File: src/rtl/fifo_types.sv
// Shared types for the parametrised instruction-queue FIFO.
package fifo_types;

  localparam int unsigned WORD_W = 32;

  typedef logic [WORD_W-1:0] word_t;

  typedef enum logic [1:0] {
    ERR_NONE             = 2'd0,
    FLUSH_DOES_NOT_EMPTY = 2'd1,
    OVERFLOW_ACCEPTED    = 2'd2,
    COUNT_MISMATCH       = 2'd3
  } error_e;

  function automatic int unsigned ptr_width(input int unsigned depth);
    return (depth > 1) ? $clog2(depth) : 1;
  endfunction

endpackage

File: src/rtl/fifo_sync_param_if.sv
// Producer/consumer handshake bundle for fifo_sync_param.
interface fifo_sync_param_if #(
  parameter int unsigned WIDTH = 32,
  parameter int unsigned DEPTH = 8
);
  localparam int unsigned CNT_W = $clog2(DEPTH + 1);

  logic             valid_i;
  logic [WIDTH-1:0] data_i;
  logic             ready_o;
  logic             ack_o;
  logic             valid_o;
  logic [WIDTH-1:0] data_o;
  logic             yumi_i;
  logic [CNT_W-1:0] count_o;
  logic             almost_full_o;

  modport slave (
    input  valid_i, data_i, yumi_i,
    output ready_o, ack_o, valid_o, data_o, count_o, almost_full_o
  );

  modport master (
    output valid_i, data_i, yumi_i,
    input  ready_o, ack_o, valid_o, data_o, count_o, almost_full_o
  );
endinterface

File: src/rtl/fifo_sync_param_wrap_ptr.sv
// Circular pointer register that wraps explicitly at DEPTH-1 (non power-of-two safe).
module fifo_wrap_ptr
  import fifo_types::*;
#(
  parameter  int unsigned DEPTH = 8,
  localparam int unsigned PTR_W = ptr_width(DEPTH)
) (
  input  logic             clk,
  input  logic             reset_n,
  input  logic             clear_i,
  input  logic             adv_i,
  output logic [PTR_W-1:0] ptr_o
);

  logic [PTR_W-1:0] ptr_d, ptr_q;

  always_comb begin
    ptr_d = ptr_q;
    if (clear_i) begin
      ptr_d = '0;
    end else if (adv_i) begin
      ptr_d = (ptr_q == PTR_W'(DEPTH - 1)) ? '0 : ptr_q + PTR_W'(1);
    end
  end

  always_ff @(posedge clk or negedge reset_n) begin
    if (!reset_n) ptr_q <= '0;
    else          ptr_q <= ptr_d;
  end

  assign ptr_o = ptr_q;

endmodule

File: src/rtl/fifo_sync_param.sv
// Single-clock FIFO with occupancy count, almost-full flag and synchronous flush.
module fifo_sync_param
  import fifo_types::*;
#(
  parameter int unsigned WIDTH     = 32,
  parameter int unsigned DEPTH     = 8,
  parameter int unsigned AF_THRESH = DEPTH - 1
) (
  input  logic                clk,
  input  logic                reset_n,
  input  logic                flush_i,
  fifo_sync_param_if.slave    bus
);

  localparam int unsigned PTR_W = ptr_width(DEPTH);
  localparam int unsigned CNT_W = $clog2(DEPTH + 1);

  typedef logic [WIDTH-1:0] entry_t;

  entry_t           mem_q [DEPTH];
  logic [PTR_W-1:0] rd_ptr, wr_ptr;
  logic [CNT_W-1:0] count_d, count_q;
  logic             ack_d, ack_q;
  logic             flush_q;
  logic             ready_c, valid_c, enq_c, deq_c;

  // Handshake flags depend on the registered count only.
  assign ready_c = (count_q != CNT_W'(DEPTH));
  assign valid_c = (count_q != '0);
  assign enq_c   = bus.valid_i & ready_c & ~flush_i;
  assign deq_c   = bus.yumi_i  & valid_c & ~flush_i;

  always_comb begin
    count_d = count_q;
    ack_d   = 1'b0;
    if (flush_i) begin
      count_d = '0;
    end else begin
      ack_d = enq_c;
      if (enq_c && !deq_c)      count_d = count_q + CNT_W'(1);
      else if (!enq_c && deq_c) count_d = count_q - CNT_W'(1);
    end
  end

  always_ff @(posedge clk or negedge reset_n) begin
    if (!reset_n) begin
      count_q <= '0;
      ack_q   <= 1'b0;
      flush_q <= 1'b0;
    end else begin
      count_q <= count_d;
      ack_q   <= ack_d;
      flush_q <= flush_i;
    end
  end

  // Storage is intentionally not reset.
  always_ff @(posedge clk) begin
    if (enq_c) mem_q[wr_ptr] <= bus.data_i;
  end

  fifo_wrap_ptr #(.DEPTH(DEPTH)) u_wr_ptr (
    .clk     (clk),
    .reset_n (reset_n),
    .clear_i (flush_i),
    .adv_i   (enq_c),
    .ptr_o   (wr_ptr)
  );

  fifo_wrap_ptr #(.DEPTH(DEPTH)) u_rd_ptr (
    .clk     (clk),
    .reset_n (reset_n),
    .clear_i (flush_i),
    .adv_i   (deq_c),
    .ptr_o   (rd_ptr)
  );

  assign bus.ready_o       = ready_c;
  assign bus.valid_o       = valid_c;
  assign bus.ack_o         = ack_q;
  assign bus.count_o       = count_q;
  assign bus.almost_full_o = (count_q >= CNT_W'(AF_THRESH));
  assign bus.data_o        = mem_q[rd_ptr];

  always_ff @(posedge clk) begin
    if (reset_n) begin
      assert (!(bus.yumi_i && !valid_c))
        else $warning("fifo_sync_param: yumi_i on empty FIFO ignored");
      assert (count_q <= CNT_W'(DEPTH))
        else $error("fifo_sync_param: error %0d", COUNT_MISMATCH);
      assert (!(enq_c && !ready_c))
        else $error("fifo_sync_param: error %0d", OVERFLOW_ACCEPTED);
      assert (!flush_q || count_q == '0)
        else $error("fifo_sync_param: error %0d", FLUSH_DOES_NOT_EMPTY);
    end
  end

endmodule

File: src/flat_wrapper.sv
// flat-port wrapper written by rule: the top's interface ports become plain ports
module fifo_sync_param_flat import fifo_types::*;
#(
  parameter int unsigned WIDTH     = 32,
  parameter int unsigned DEPTH     = 8,
  parameter int unsigned AF_THRESH = DEPTH - 1
)
  (clk, reset_n, flush_i, bus_valid_i, bus_data_i, bus_yumi_i, bus_ready_o, bus_ack_o, bus_valid_o, bus_data_o, bus_count_o, bus_almost_full_o);
  fifo_sync_param_if #(.WIDTH(WIDTH), .DEPTH(DEPTH)) bus_i ();
  input  logic clk;
  input  logic reset_n;
  input  logic flush_i;
  input wire logic [$bits(bus_i.valid_i)-1:0] bus_valid_i;
  input wire logic [$bits(bus_i.data_i)-1:0] bus_data_i;
  input wire logic [$bits(bus_i.yumi_i)-1:0] bus_yumi_i;
  output wire logic [$bits(bus_i.ready_o)-1:0] bus_ready_o;
  output wire logic [$bits(bus_i.ack_o)-1:0] bus_ack_o;
  output wire logic [$bits(bus_i.valid_o)-1:0] bus_valid_o;
  output wire logic [$bits(bus_i.data_o)-1:0] bus_data_o;
  output wire logic [$bits(bus_i.count_o)-1:0] bus_count_o;
  output wire logic [$bits(bus_i.almost_full_o)-1:0] bus_almost_full_o;
  assign bus_i.valid_i = bus_valid_i;
  assign bus_i.data_i = bus_data_i;
  assign bus_i.yumi_i = bus_yumi_i;
  assign bus_ready_o = bus_i.ready_o;
  assign bus_ack_o = bus_i.ack_o;
  assign bus_valid_o = bus_i.valid_o;
  assign bus_data_o = bus_i.data_o;
  assign bus_count_o = bus_i.count_o;
  assign bus_almost_full_o = bus_i.almost_full_o;
  fifo_sync_param #(.WIDTH(WIDTH), .DEPTH(DEPTH), .AF_THRESH(AF_THRESH)) u_core (.clk(clk), .reset_n(reset_n), .flush_i(flush_i), .bus(bus_i));
endmodule
File: config.mk
export PLATFORM = sky130hd
export DESIGN_NAME = fifo_sync_param_flat
export DESIGN_NICKNAME = d
export VERILOG_FILES = /design/src/rtl/fifo_types.sv /design/src/rtl/fifo_sync_param_if.sv /design/src/rtl/fifo_sync_param_wrap_ptr.sv /design/src/rtl/fifo_sync_param.sv /design/src/flat_wrapper.sv
export SDC_FILE = /design/constraint.sdc
export NUM_CORES = 1
export LEC_CHECK = 0
export CORE_MARGIN = 4
export CORE_UTILIZATION = 58
export CTS_BUF_LIST = sky130_fd_sc_hd__clkbuf_16
export DETAILED_ROUTE_END_ITERATION = 10
export PLACE_DENSITY = 0.79
export SKIP_LAST_GASP = 1
export SYNTH_ARGS = -nofsm -noshare
export SYNTH_HDL_FRONTEND = slang
export SYNTH_SLANG_ARGS = --single-unit
export TNS_END_PERCENT = 100
File: constraint.sdc
create_clock -name clk -period 4.75 [get_ports clk]
set_input_delay 0.95 -clock clk [delete_from_list [all_inputs] [get_ports clk]]
set_output_delay 0.95 -clock clk [all_outputs]
set_load 0.05 [all_outputs]
==> impl.org, run 1 <==
** Pwr
- Power after layout :: 6.37 mW
- Static leakage :: 3.94 nW
- The worst-case IR drop observed on VDD is ~0.40 mV.
- Power density normalized to cell area :: between 500 and 600 mW/mm²

** Clock network
- Number of buffers inserted by post-CTS setup repair :: 0
- No sink is reached through more buffers than the 3 on the longest clock path.
- TritonCTS buffer count :: 26
- Hold repair after CTS inserted 0 buffers.
- CTS tree :: built
- The root buffer cell chosen for the clock tree is sky130_fd_sc_hd__clkbuf_16.
- Clk sink count :: around 270
- CTS built an H-tree with a depth of 1.
- At the later pin of the worst-skew pair, clock insertion delay measures 0.51 ns.
- After clock tree synthesis, the clock-pin slew on the worst setup and hold paths is 0.06 ns.
- Cts repair resizes :: 0

** Worst setup path
- The signal on the critical path passes through buf_4 -> mux4_2 -> mux2_2 -> clkdlybuf4s50_1.
- The kind of cell with the highest combined delay along the critical path is buffers and inverters.
- The slowest stage of the critical path belongs to the cell sky130_fd_sc_hd__dfrtp_4.
- Largest stage delay, worst path :: approximately 0.9 ns
- Data on the critical path is required at its endpoint by 3.80 ns.
- Worst R2R Setup Slack :: 2.04 ns
- Number of stages on the worst setup path :: 4
- Crit path max fanout :: 39
- Worst r2r path cells :: 8
- Startpoint Class :: flip-flop
- The worst setup path is of the reg -> out kind.
- The worst setup path is captured at a primary output.
- Data on the critical path arrives at its endpoint at around 3.3 ns.
- Buffer and inverter count on the worst path :: 2

** Global routing
- The first global-routing pass estimated roughly 30,000 µm of wire.
- For this run, the total global-route usage over all layers was measured as 0.199.
- Number of antenna violations at the first check in global routing :: 0
- Total congestion overflow :: 0
- Number of global-route vias before repair :: 5,225
- Entering global routing, the biggest net connects 40 pins.

** Final layout
- The library cell used most frequently in the layout, excluding fill and tap cells, is sky130_fd_sc_hd__edfxtp_1.
- The finished cells cover around 0.012 mm².
- In the final layout, the share of cells above drive strength 1 is 0.291.
- Fin util :: 0.708
- For this run, the number of standard cells in the final layout without fillers is 796.
- The repair_antennas step left the layout with diodes totalling 0.
- Footprint of the flip-flops and latches :: ~0.0080 mm²
- Total Nets Final :: 595
- Area added between synthesis and finish :: 18.6%
- Fillers :: about 1,000
- In the final layout, the multi-input gates occupy 0.00236 mm².
- Leading cell types in the layout, fill and taps excluded :: sky130_fd_sc_hd__edfxtp_1, sky130_fd_sc_hd__clkdlybuf4s50_1, sky130_fd_sc_hd__mux4_2

** Floorplan
- Chip width :: ~140 µm
- The floorplan step defined a die boundary enclosing 0.0202 mm².
- Num ports :: 77
- Chip height :: approximately 140 µm
- After floorplanning, the core was divided into 48 placement rows.
- The initial utilization of the core area, before any placement, comes to 0.597.
- Core footprint :: approximately 0.017 mm²

** Timing
- Based on the critical path, the design can be clocked at up to around 0.23 GHz.
- Headroom to the max-slew limit :: 0.340
- Adding up every negative setup slack in the final design gives 0 ns.
- Unrepaired setup endpoints after global routing :: no
- Subtracting the final worst setup slack from the clock period gives ~4.3 ns.
- Finish-stage setup viols :: 0
- At the pin with the least slew margin, the transition time is 0.991 ns.
- Setup slack on the critical path of the routed design comes to 0.462 ns.
- Worst Skew :: roughly 0.0075 ns
- Final hold analysis gives a worst-case slack of 0.593 ns.
- The final-report hold violation count came to 0.
- Final number of max-transition violations :: 0
- In the finished design, the share of the clock period the worst path needs comes to 0.903.

** Routing
- Initial detailed-routing violation count :: around 360
- For this block, the routed nets add up to between 15,000 and 20,000 µm of wire.
- Post-detailed-route via-to-cell ratio :: 6.00
- Average wire per standard cell :: ~24 µm
- The first detailed-routing pass ran for 5 iterations.
- In the routed design, unresolved DRC markers number 0.
- The detailed router placed between 4,000 and 5,000 vias in this run.
- Number of nets with antenna violations after routing :: 0

** Worst hold path
- The worst hold path belongs to the class reg -> reg.
- Cell depth of the worst hold path :: 2

** Synth
- Largest family of logic cells by synthesized area :: multiplexers
- Unique masters post-synth :: a little over 40
- Post-synthesis share of cell area spent on xor and xnor gates :: 0.00168
- Async SR Flop Fraction :: 0.0412
- For this run, the register share of the synthesized area comes to 0.764.
- Number of synthesis warnings :: 0
- Gate count after technology mapping :: 457
- Simple-gate share of the synthesized area :: 0.0197
- Synthesized Nets :: between 500 and 600
- Among all flip-flop cells after synthesis, the most frequent one is sky130_fd_sc_hd__edfxtp_1.
- The portion of synthesized area spent on multiplexers is 0.177.
- A synthesized cell averages about 23 µm².
- The post-synthesis compound-gate area fraction was 0.0137.
- Post-Synthesis Cell Area :: between 0.01 and 0.015 mm²
- Number of enable-type register cells in the synthesized netlist :: 256
- Adder and majority gate portion of the synthesized area :: 0.00912
- Synthesis inferred 267 register bits.

** Placed design
- Input and output buffers added on the ports amount to 76.
- Post-DP Area :: ~0.011 mm²
- Detailed Place HPWL :: 11,000 µm
- Number of placed instances with taps included :: ~750
- OpenSTA, run right after detailed placement, puts the worst setup slack at around 0.93 ns.
- Global placer's final weighted congestion :: 0.770

** Outcome
- Status :: finished, final reports clean

** Job
- Across the run, the number of max-cap violations was 0.
-- per-layer routing --
layer / GRT usage / part of all wire / up-vias / wire (µm)
met5: 0 / 0 / - / 0
met4: 0.0399 / 0.018 / 0 / 340
met3: 0.0376 / 0.066 / 27 / 1270
met2: 0.339 / 0.52 / 142 / 10000
met1: 0.274 / 0.40 / 2497 / 7660
li1: - / - / 2113 / -
-- registers in the layout, summed over array words and instances, names as in the netlist --
signal	cells
u_core.bus.ack_o	1
u_core.u_wr_ptr.ptr_o	3
u_core.mem_q	256
u_core.bus.count_o	4
u_core.u_rd_ptr.ptr_o	3
-- power breakdown --
| group | leakage [nW] | total (mW) | internal (mW) | switching [mW] |
|---|---|---|---|---|
| clock | 0.445 | 2.05 | 1.24 | 0.812 |
| sequential | 2.45 | 2.78 | 2.66 | 0.123 |
| combinational | 1.04 | 1.53 | 0.680 | 0.850 |
| total | 3.94 | 6.37 | 4.58 | 1.79 |
-- worst min-delay path: cells and delay by family, from the launching register on --
kind	cells	cell delay (ns)
flip-flops	1	0.42
AND/OR/NAND/NOR	1	0.07
AO/OA/AOI/OAI	1	0.06
-- final timing paths --
kind | start | endpoint
worst max-delay path | u_core.u_rd_ptr.ptr_o[0] | bus_data_o[4]
worst min-delay path | u_core.u_wr_ptr.ptr_o[0] | u_core.u_wr_ptr.ptr_o[0]
worst max register to register | u_core.bus.count_o[1] | u_core.bus.count_o[3]
worst min register to register | u_core.u_wr_ptr.ptr_o[0] | u_core.u_wr_ptr.ptr_o[0]
max in group asynchronous | reset_n | u_core.u_rd_ptr.ptr_o[0]
min in group asynchronous | reset_n | u_core.bus.ack_o
-- cells in the mapped netlist, types with 2 or more instances --
master / n / share of area
sky130_fd_sc_hd__a21oi_1: 5 / 0.0024
sky130_fd_sc_hd__buf_1: 3 / 0.0011
sky130_fd_sc_hd__buf_2: 7 / 0.0034
sky130_fd_sc_hd__buf_6: 5 / 0.0054
sky130_fd_sc_hd__clkbuf_1: 7 / 0.0025
sky130_fd_sc_hd__dfrtp_1: 11 / 0.026
sky130_fd_sc_hd__edfxtp_1: 256 / 0.74
sky130_fd_sc_hd__ha_1: 6 / 0.0072
sky130_fd_sc_hd__inv_1: 4 / 0.0014
sky130_fd_sc_hd__mux2_2: 32 / 0.035
sky130_fd_sc_hd__mux2i_1: 4 / 0.0038
sky130_fd_sc_hd__mux4_2: 64 / 0.14
sky130_fd_sc_hd__nand2_1: 5 / 0.0018
sky130_fd_sc_hd__nand2_2: 2 / 0.0012
sky130_fd_sc_hd__nand2b_1: 3 / 0.0018
sky130_fd_sc_hd__nand3_1: 2 / 0.00096
sky130_fd_sc_hd__nor2_1: 13 / 0.0047
sky130_fd_sc_hd__nor3_1: 4 / 0.0019
sky130_fd_sc_hd__xnor2_1: 2 / 0.0017
-- cells by family (layout without fill, tap and decap cells) --
logic type / Yosys count / after routing
xor gates and xnor gates: 2 / 2
DFF: 267 / 267
buffers and inverters: 28 / 142
adders and majority gates: 7 / 7
muxes: 100 / 100
and+or+nand+nor: 37 / 37
AOI/OAI and AO/OA: 16 / 16
-- cell type report --
class,count,share of cell area
timing repair buffer,89,0.0704
sequential,267,0.644
inverter,5,0.00152
multi-input combinational,162,0.191
clock inverter,21,0.0158
tap,225,0.0228
clock buffer,27,0.0546
Power figures use the tool's default switching activity.
==> run 2, diff against run 1 <==
--- a/config.mk
+++ b/config.mk
@@ -10,6 +10,7 @@
 export CTS_BUF_LIST = sky130_fd_sc_hd__clkbuf_16
 export DETAILED_ROUTE_END_ITERATION = 10
 export PLACE_DENSITY = 0.79
+export SETUP_SLACK_MARGIN = 0.2
 export SKIP_LAST_GASP = 1
 export SYNTH_ARGS = -nofsm -noshare
 export SYNTH_HDL_FRONTEND = slang
==> results of run 2 <==
Same layout as run 1: the final DEF is identical, and so are final timing and power.
